$ cat config.mk
export PLATFORM = sky130hd
export DESIGN_NAME = noc_port_buffer_flat
export DESIGN_NICKNAME = d
export VERILOG_FILES = /design/src/rtl/noc_pkg.sv /design/src/rtl/noc_port_buffer_if.sv /design/src/rtl/noc_fifo_mem.sv /design/src/rtl/noc_port_buffer.sv /design/src/flat_wrapper.sv
export SDC_FILE = /design/constraint.sdc
export NUM_CORES = 1
export LEC_CHECK = 0
export CAP_MARGIN = 20
export CORE_ASPECT_RATIO = 2
export CORE_MARGIN = 3
export CORE_UTILIZATION = 60
export DETAILED_ROUTE_END_ITERATION = 8
export DONT_BUFFER_PORTS = 1
export PLACE_DENSITY = 0.76
export SLEW_MARGIN = 20
export SYNTH_ARGS = -nofsm -noshare
export SYNTH_HDL_FRONTEND = slang
export SYNTH_SLANG_ARGS = --single-unit
$ cat constraint.sdc
create_clock -name clk -period 4.91 [get_ports clk]
set_clock_uncertainty 0.05 [all_clocks]
set_input_delay 0.982 -clock clk [delete_from_list [all_inputs] [get_ports clk]]
set_output_delay 0.982 -clock clk [all_outputs]
set_load 0.05 [all_outputs]
$ cat src/rtl/noc_pkg.sv
// Shared NoC flit definitions: field widths, the flit layout and a destination accessor.
package noc_pkg;

  localparam int ADDR_W = 3;
  localparam int DATA_W = 32;
  localparam int FLIT_W = ADDR_W + DATA_W;

  typedef struct packed {
    logic [ADDR_W-1:0] dest;
    logic [DATA_W-1:0] payload;
  } flit_t;

  function automatic logic [ADDR_W-1:0] flit_dest(flit_t f);
    return f.dest;
  endfunction

endpackage

$ cat src/rtl/noc_port_buffer_if.sv
// Handshake bundle between the PE, the port buffer and the switch port.
interface noc_port_buffer_if
  import noc_pkg::*;
#(
  parameter int AddressWidth = ADDR_W,
  parameter int TotalWidth   = FLIT_W,
  parameter int PtrWidth     = 2
);

  logic [TotalWidth-1:0]   i_data;
  logic                    i_data_valid;
  logic                    o_data_ready;
  logic [TotalWidth-1:0]   o_data;
  logic                    o_data_valid;
  logic                    i_data_ready;
  logic [AddressWidth-1:0] o_dest;
  logic [PtrWidth:0]       o_level;
  logic [31:0]             o_in_count;
  logic [31:0]             o_out_count;

  modport master (
    output i_data, i_data_valid, i_data_ready,
    input  o_data_ready, o_data, o_data_valid, o_dest, o_level, o_in_count, o_out_count
  );

  modport slave (
    input  i_data, i_data_valid, i_data_ready,
    output o_data_ready, o_data, o_data_valid, o_dest, o_level, o_in_count, o_out_count
  );

endinterface

$ cat src/rtl/noc_fifo_mem.sv
// Flit storage: synchronous write, asynchronous read, no reset on the array.
module noc_fifo_mem #(
  parameter int Width     = 35,
  parameter int Depth     = 4,
  parameter int AddrWidth = 2
) (
  input  logic                 clk,
  input  logic                 we,
  input  logic [AddrWidth-1:0] waddr,
  input  logic [Width-1:0]     wdata,
  input  logic [AddrWidth-1:0] raddr,
  output logic [Width-1:0]     rdata
);

  logic [Width-1:0] mem [Depth];

  always_ff @(posedge clk) begin
    if (we) mem[waddr] <= wdata;
  end

  assign rdata = mem[raddr];

endmodule

$ cat src/rtl/noc_port_buffer.sv
// Ingress FIFO between a PE and its switch port, with accepted/forwarded flit counters.
module noc_port_buffer
  import noc_pkg::*;
#(
  parameter int AddressWidth = ADDR_W,
  parameter int DataWidth    = DATA_W,
  parameter int TotalWidth   = FLIT_W,
  parameter int Depth        = 4,
  parameter int PtrWidth     = 2
) (
  input  logic            clk,
  input  logic            rst,
  noc_port_buffer_if.slave bus
);

  generate
    if (TotalWidth != AddressWidth + DataWidth || Depth != 2**PtrWidth) begin : g_param_check
      $fatal(1, "noc_port_buffer: inconsistent width/depth parameters");
    end
  endgenerate

  localparam logic [PtrWidth:0] LevelFull = (PtrWidth+1)'(Depth);

  logic [PtrWidth-1:0] wr_ptr;
  logic [PtrWidth-1:0] rd_ptr;
  logic [PtrWidth:0]   level;
  logic [31:0]         in_count;
  logic [31:0]         out_count;
  logic [TotalWidth-1:0] head;
  logic                push;
  logic                pop;

  // Ready depends on occupancy only, so a full buffer refuses a push even when popping.
  assign bus.o_data_ready = ~rst & (level != LevelFull);
  assign bus.o_data_valid = (level != '0);
  assign push = bus.i_data_valid & bus.o_data_ready;
  assign pop  = bus.o_data_valid & bus.i_data_ready;

  noc_fifo_mem #(
    .Width    (TotalWidth),
    .Depth    (Depth),
    .AddrWidth(PtrWidth)
  ) u_mem (
    .clk  (clk),
    .we   (push),
    .waddr(wr_ptr),
    .wdata(bus.i_data),
    .raddr(rd_ptr),
    .rdata(head)
  );

  // Masking while empty keeps stale or uninitialised entries off the output.
  assign bus.o_data = bus.o_data_valid ? head : '0;

  generate
    if (TotalWidth == FLIT_W && AddressWidth == ADDR_W) begin : g_pkg_dest
      assign bus.o_dest = flit_dest(flit_t'(bus.o_data));
    end else begin : g_raw_dest
      assign bus.o_dest = bus.o_data[TotalWidth-1:DataWidth];
    end
  endgenerate

  always_ff @(posedge clk) begin
    if (rst) begin
      wr_ptr    <= '0;
      rd_ptr    <= '0;
      level     <= '0;
      in_count  <= '0;
      out_count <= '0;
    end else begin
      if (push) wr_ptr <= wr_ptr + 1'b1;
      if (pop)  rd_ptr <= rd_ptr + 1'b1;
      case ({push, pop})
        2'b10:   level <= level + 1'b1;
        2'b01:   level <= level - 1'b1;
        default: level <= level;
      endcase
      if (push) in_count  <= in_count + 32'd1;
      if (pop)  out_count <= out_count + 32'd1;
    end
  end

  assign bus.o_level     = level;
  assign bus.o_in_count  = in_count;
  assign bus.o_out_count = out_count;

endmodule

$ cat src/flat_wrapper.sv
// flat-port wrapper written by rule: the top's interface ports become plain ports
module noc_port_buffer_flat import noc_pkg::*;
#(
  parameter int AddressWidth = ADDR_W,
  parameter int DataWidth    = DATA_W,
  parameter int TotalWidth   = FLIT_W,
  parameter int Depth        = 4,
  parameter int PtrWidth     = 2
)
  (clk, rst, bus_i_data, bus_i_data_valid, bus_i_data_ready, bus_o_data_ready, bus_o_data, bus_o_data_valid, bus_o_dest, bus_o_level, bus_o_in_count, bus_o_out_count);
  noc_port_buffer_if #(.AddressWidth(AddressWidth), .TotalWidth(TotalWidth), .PtrWidth(PtrWidth)) bus_i ();
  input  logic clk;
  input  logic rst;
  input wire logic [$bits(bus_i.i_data)-1:0] bus_i_data;
  input wire logic [$bits(bus_i.i_data_valid)-1:0] bus_i_data_valid;
  input wire logic [$bits(bus_i.i_data_ready)-1:0] bus_i_data_ready;
  output wire logic [$bits(bus_i.o_data_ready)-1:0] bus_o_data_ready;
  output wire logic [$bits(bus_i.o_data)-1:0] bus_o_data;
  output wire logic [$bits(bus_i.o_data_valid)-1:0] bus_o_data_valid;
  output wire logic [$bits(bus_i.o_dest)-1:0] bus_o_dest;
  output wire logic [$bits(bus_i.o_level)-1:0] bus_o_level;
  output wire logic [$bits(bus_i.o_in_count)-1:0] bus_o_in_count;
  output wire logic [$bits(bus_i.o_out_count)-1:0] bus_o_out_count;
  assign bus_i.i_data = bus_i_data;
  assign bus_i.i_data_valid = bus_i_data_valid;
  assign bus_i.i_data_ready = bus_i_data_ready;
  assign bus_o_data_ready = bus_i.o_data_ready;
  assign bus_o_data = bus_i.o_data;
  assign bus_o_data_valid = bus_i.o_data_valid;
  assign bus_o_dest = bus_i.o_dest;
  assign bus_o_level = bus_i.o_level;
  assign bus_o_in_count = bus_i.o_in_count;
  assign bus_o_out_count = bus_i.o_out_count;
  noc_port_buffer #(.AddressWidth(AddressWidth), .DataWidth(DataWidth), .TotalWidth(TotalWidth), .Depth(Depth), .PtrWidth(PtrWidth)) u_core (.clk(clk), .rst(rst), .bus(bus_i));
endmodule
==> impl_summary.md <==
Floorplanning
The area of the die is 0.01641 mm^2. The number of rows created at floorplan is 62. For this design the top-level I/O count stands at 146. In this run the standard cell core region covers 0.01443 mm^2. Once the floorplan was initialized, standard cells occupied 61.63% of the core. The floorplan die height is 178.2 um. The horizontal extent of the die is 92.08 um.

STA
The post-route worst hold slack is 0.4795 ns. Headroom to the max-slew limit came out at 37.52%. The post-layout minimum cycle time is 3.937 ns.

The number of failing hold endpoints at the final stage is 0. At the pin with the least slew margin, the transition time is 0.9371 ns. Adding up every negative setup slack in the final design gives 0 ns.

The count of final max-slew check failures is 0. The total of endpoints with negative setup slack in the final report is 0. Static timing analysis puts the maximum clock frequency at 254.0 MHz. The share of the clock period used by the worst path after layout is 80.18%.

Setup repair after global routing left no endpoint under its margin.

Clock network
Once the clock tree was built, the resizer swapped 0 gates to a different size. The total number of clock tree sinks is 213. After clock tree synthesis, the flow added hold-fix buffers numbering 0.

The clock transition at the registers of the reported paths is 0.07 ns. The post-CTS setup buffer count is 0. The insertion delay of the later-clocked pin in the worst-skew pair is 0.48 ns. Counting along the longest clock path gives a buffer depth of 3. The number of H-tree levels is 1. In this run the clock root is driven by a sky130_fd_sc_hd__clkbuf_16. The number of clock buffers added by TritonCTS is 18. TritonCTS built the clock tree.

Detailed routing
For this block, the via count after detailed routing is 5202. The mean routed wirelength per cell is 20.54 um. In this run the remaining antenna-violating nets after routing total 0. The first detailed-routing pass ran for 5 iterations.

The DRC violation count after routing is 0. The number of DRC markers in iteration 0 is 207. Using the TritonRoute via totals, the vias-per-cell ratio works out to 6.237. The total detailed-routing wirelength is 17130 um.

Cells and area
The finished cells cover 0.009694 mm^2. For this run, the share of the core covered by cells in the final layout is 67.19%. In the final layout, the share of cells above drive strength 1 is 14.80%. Relative to the synthesized area, the layout overhead comes to 9.019%. The fill cell instance count of the final layout is 1045.

At the end of the flow, the number of nets in the layout was 677. The number of diodes is 0.

Critical path
The critical setup path kind is reg2out. The data required time of the worst path is 3.88 ns. The worst setup path is launched from a flop. Of all nets on the critical path, the largest fanout is 38.

The number of cell instances on the worst register-to-register path is 10. The startpoint of the worst-slack reg-to-reg timing path is u_core.bus.o_level[2]. The worst register-to-register path has a setup slack of 1.89 ns.

The endpoint of the lowest-slack register-to-register path is u_core.bus.o_level[2]. STA classifies the critical path endpoint as an output pin. The critical path data arrival time is 2.91 ns.

Logic synthesis
The biggest area contributor in the post-synthesis netlist is sky130_fd_sc_hd__edfxtp_1. After synthesis, the largest area contributor takes up 47.28% of total cell area. Counting every net in the synthesized netlist gives 694. The top flip-flop cell by instance count after synthesis is sky130_fd_sc_hd__edfxtp_1. The number of enable-type register cells in the synthesized netlist is 140. The share of flip-flops with an asynchronous set or reset is 0%. The count of yosys warnings during synthesis is 0. The commonest cells after synthesis are sky130_fd_sc_hd__edfxtp_1, sky130_fd_sc_hd__dfxtp_1, sky130_fd_sc_hd__and2_1, sky130_fd_sc_hd__nor2_1, sky130_fd_sc_hd__mux4_2.

The share of the yosys chip area belonging to registers is 63.71%. The post-synthesis cell type count is 38. In the post-synthesis netlist, the biggest area contributors are sky130_fd_sc_hd__edfxtp_1, sky130_fd_sc_hd__dfxtp_1, sky130_fd_sc_hd__mux4_2. The mean instance size in the synthesized netlist is 13.74 um^2.

Synthesis produced 647 cells. The mapped netlist covers 0.008892 mm^2. The register bit count reported by yosys is 213.

The most common cell in the synthesized netlist is sky130_fd_sc_hd__edfxtp_1.

Global routing
The number of global-route vias before repair is 5354. The initial antenna violation count is 0. The global-route congestion overflow total is 0. Entering global routing, the biggest net connects 92 pins. The global-route wire length before repair is 27530 um.

The overall routing resource usage is 20.94%.

Power and ir drop
The total design power is 4.981 mW. In this run the power density over the cells is 513.8 mW/mm^2. The leakage power is 3.022 nW. Across the VDD grid, the largest voltage drop is 0.4409 mV.

Placed design
Detailed placement ended at an HPWL of 11440 um. Port buffering added 0 buffers. In this run the cell area measured after placement is 0.008997 mm^2. The last weighted congestion value of the routability-driven placer is 0.7656.

Status
The flow ran to the end, and the final reports show no timing, DRC or antenna violations.

Hold path
Along the worst hold path, the cell count comes to 2. The path type of the worst min-delay path is reg2reg. The start point of the worst hold path is u_core.rd_ptr[1].

Flow run
Across the run, the number of max-cap violations was 0.
==> layout make-up <==
| cell class | count | area, um^2 | share of cell area, % |
|---|---|---|---|
| sequential | 213 | 5668 | 58.47 |
| clock buffer | 19 | 475.5 | 4.904 |
| clock inverter | 13 | 221.5 | 2.284 |
| timing repair buffer | 6 | 45.04 | 0.4646 |
| multi-input combinational | 374 | 2980 | 30.74 |
| tap | 192 | 240.2 | 2.478 |
| inverter | 17 | 63.81 | 0.6582 |
==> logic make-up after synthesis <==
family,count (synthesis),synth area share [%]
buffers and inverters,60,2.828
AND/OR/NAND/NOR,227,14.76
XOR/XNOR,22,2.167
flip-flops,213,63.71
AO/OA/AOI/OAI,67,4.559
adder cells (fa/ha/maj),8,1.210
multiplexers,50,10.76
==> worst max path at each step <==
stage / to / start / cells after the start / slack [ns]
finish: bus_o_dest[1] / u_core.bus.o_level[0] / 4 / 0.97
global route: bus_o_dest[2] / u_core.bus.o_level[0] / 4 / 0.77
CTS: bus_o_dest[1] / u_core.bus.o_level[0] / 4 / 0.93
detailed placement: bus_o_dest[1] / u_core.bus.o_level[0] / 4 / 1.43
global placement: bus_o_dest[0] / u_core.bus.o_level[0] / 4 / 1.52
floorplan: bus_o_data_ready / rst / 5 / 1.43
==> placed cells by master (no fill, tap or decap), types with 10 or more instances in the layout <==
cell type / synthesis / final
sky130_fd_sc_hd__a21oi_1: 33 / 33
sky130_fd_sc_hd__and2_1: 40 / 36
sky130_fd_sc_hd__clkbuf_16: 0 / 19
sky130_fd_sc_hd__dfxtp_1: 73 / 71
sky130_fd_sc_hd__edfxtp_1: 140 / 140
sky130_fd_sc_hd__inv_1: 17 / 17
sky130_fd_sc_hd__mux2_2: 15 / 15
sky130_fd_sc_hd__mux4_2: 35 / 35
sky130_fd_sc_hd__nand2_1: 20 / 20
sky130_fd_sc_hd__nand3_1: 19 / 19
sky130_fd_sc_hd__nand4_1: 14 / 14
sky130_fd_sc_hd__nor2_1: 40 / 40
sky130_fd_sc_hd__nor2b_1: 15 / 15
sky130_fd_sc_hd__nor4_1: 19 / 19
sky130_fd_sc_hd__o31ai_1: 25 / 25
sky130_fd_sc_hd__or4_1: 25 / 25
sky130_fd_sc_hd__xnor2_1: 12 / 12
sky130_fd_sc_hd__xor2_1: 10 / 10
==> flip-flops by register name, summed over array words and instances (netlist names), named ones only <==
name	flops
u_core.bus.o_level	3
u_core.u_mem.mem	140
u_core.wr_ptr	2
u_core.bus.o_in_count	32
u_core.bus.o_out_count	32
u_core.rd_ptr	2
==> layer usage <==
layer	vias up	global-route usage [%]	share of wire [%]
li1	2421	-	-
met1	2607	23.20	35
met2	152	38.83	55
met3	22	6.205	7.9
met4	0	5.521	1.8
met5	-	0	0
==> critical path, cell delays in order, from the launching register on <==
cell,delay [ns]
sky130_fd_sc_hd__dfxtp_1,0.54
sky130_fd_sc_hd__nor3_1,0.68
sky130_fd_sc_hd__inv_1,0.63
sky130_fd_sc_hd__and2_1,0.33
sky130_fd_sc_hd__buf_4,0.23
==> metrics by stage <==
stage	setup slack, ns	instances
2_1_floorplan	1.432	647
3_3_place_gp	1.516	802
3_5_place_dp	1.433	802
4_1_cts	0.9334	834
5_1_grt	0.7701	834
6_report	0.9730	834
==> report_power, final <==
part | switching [mW] | internal, mW | leakage, nW
Sequential | 0.148 | 1.99 | 1.86
Clock | 0.615 | 1.02 | 0.332
Combinational | 0.877 | 0.327 | 0.828
Total | 1.64 | 3.34 | 3.02
No activity file was read; power rests on OpenSTA's default activity.
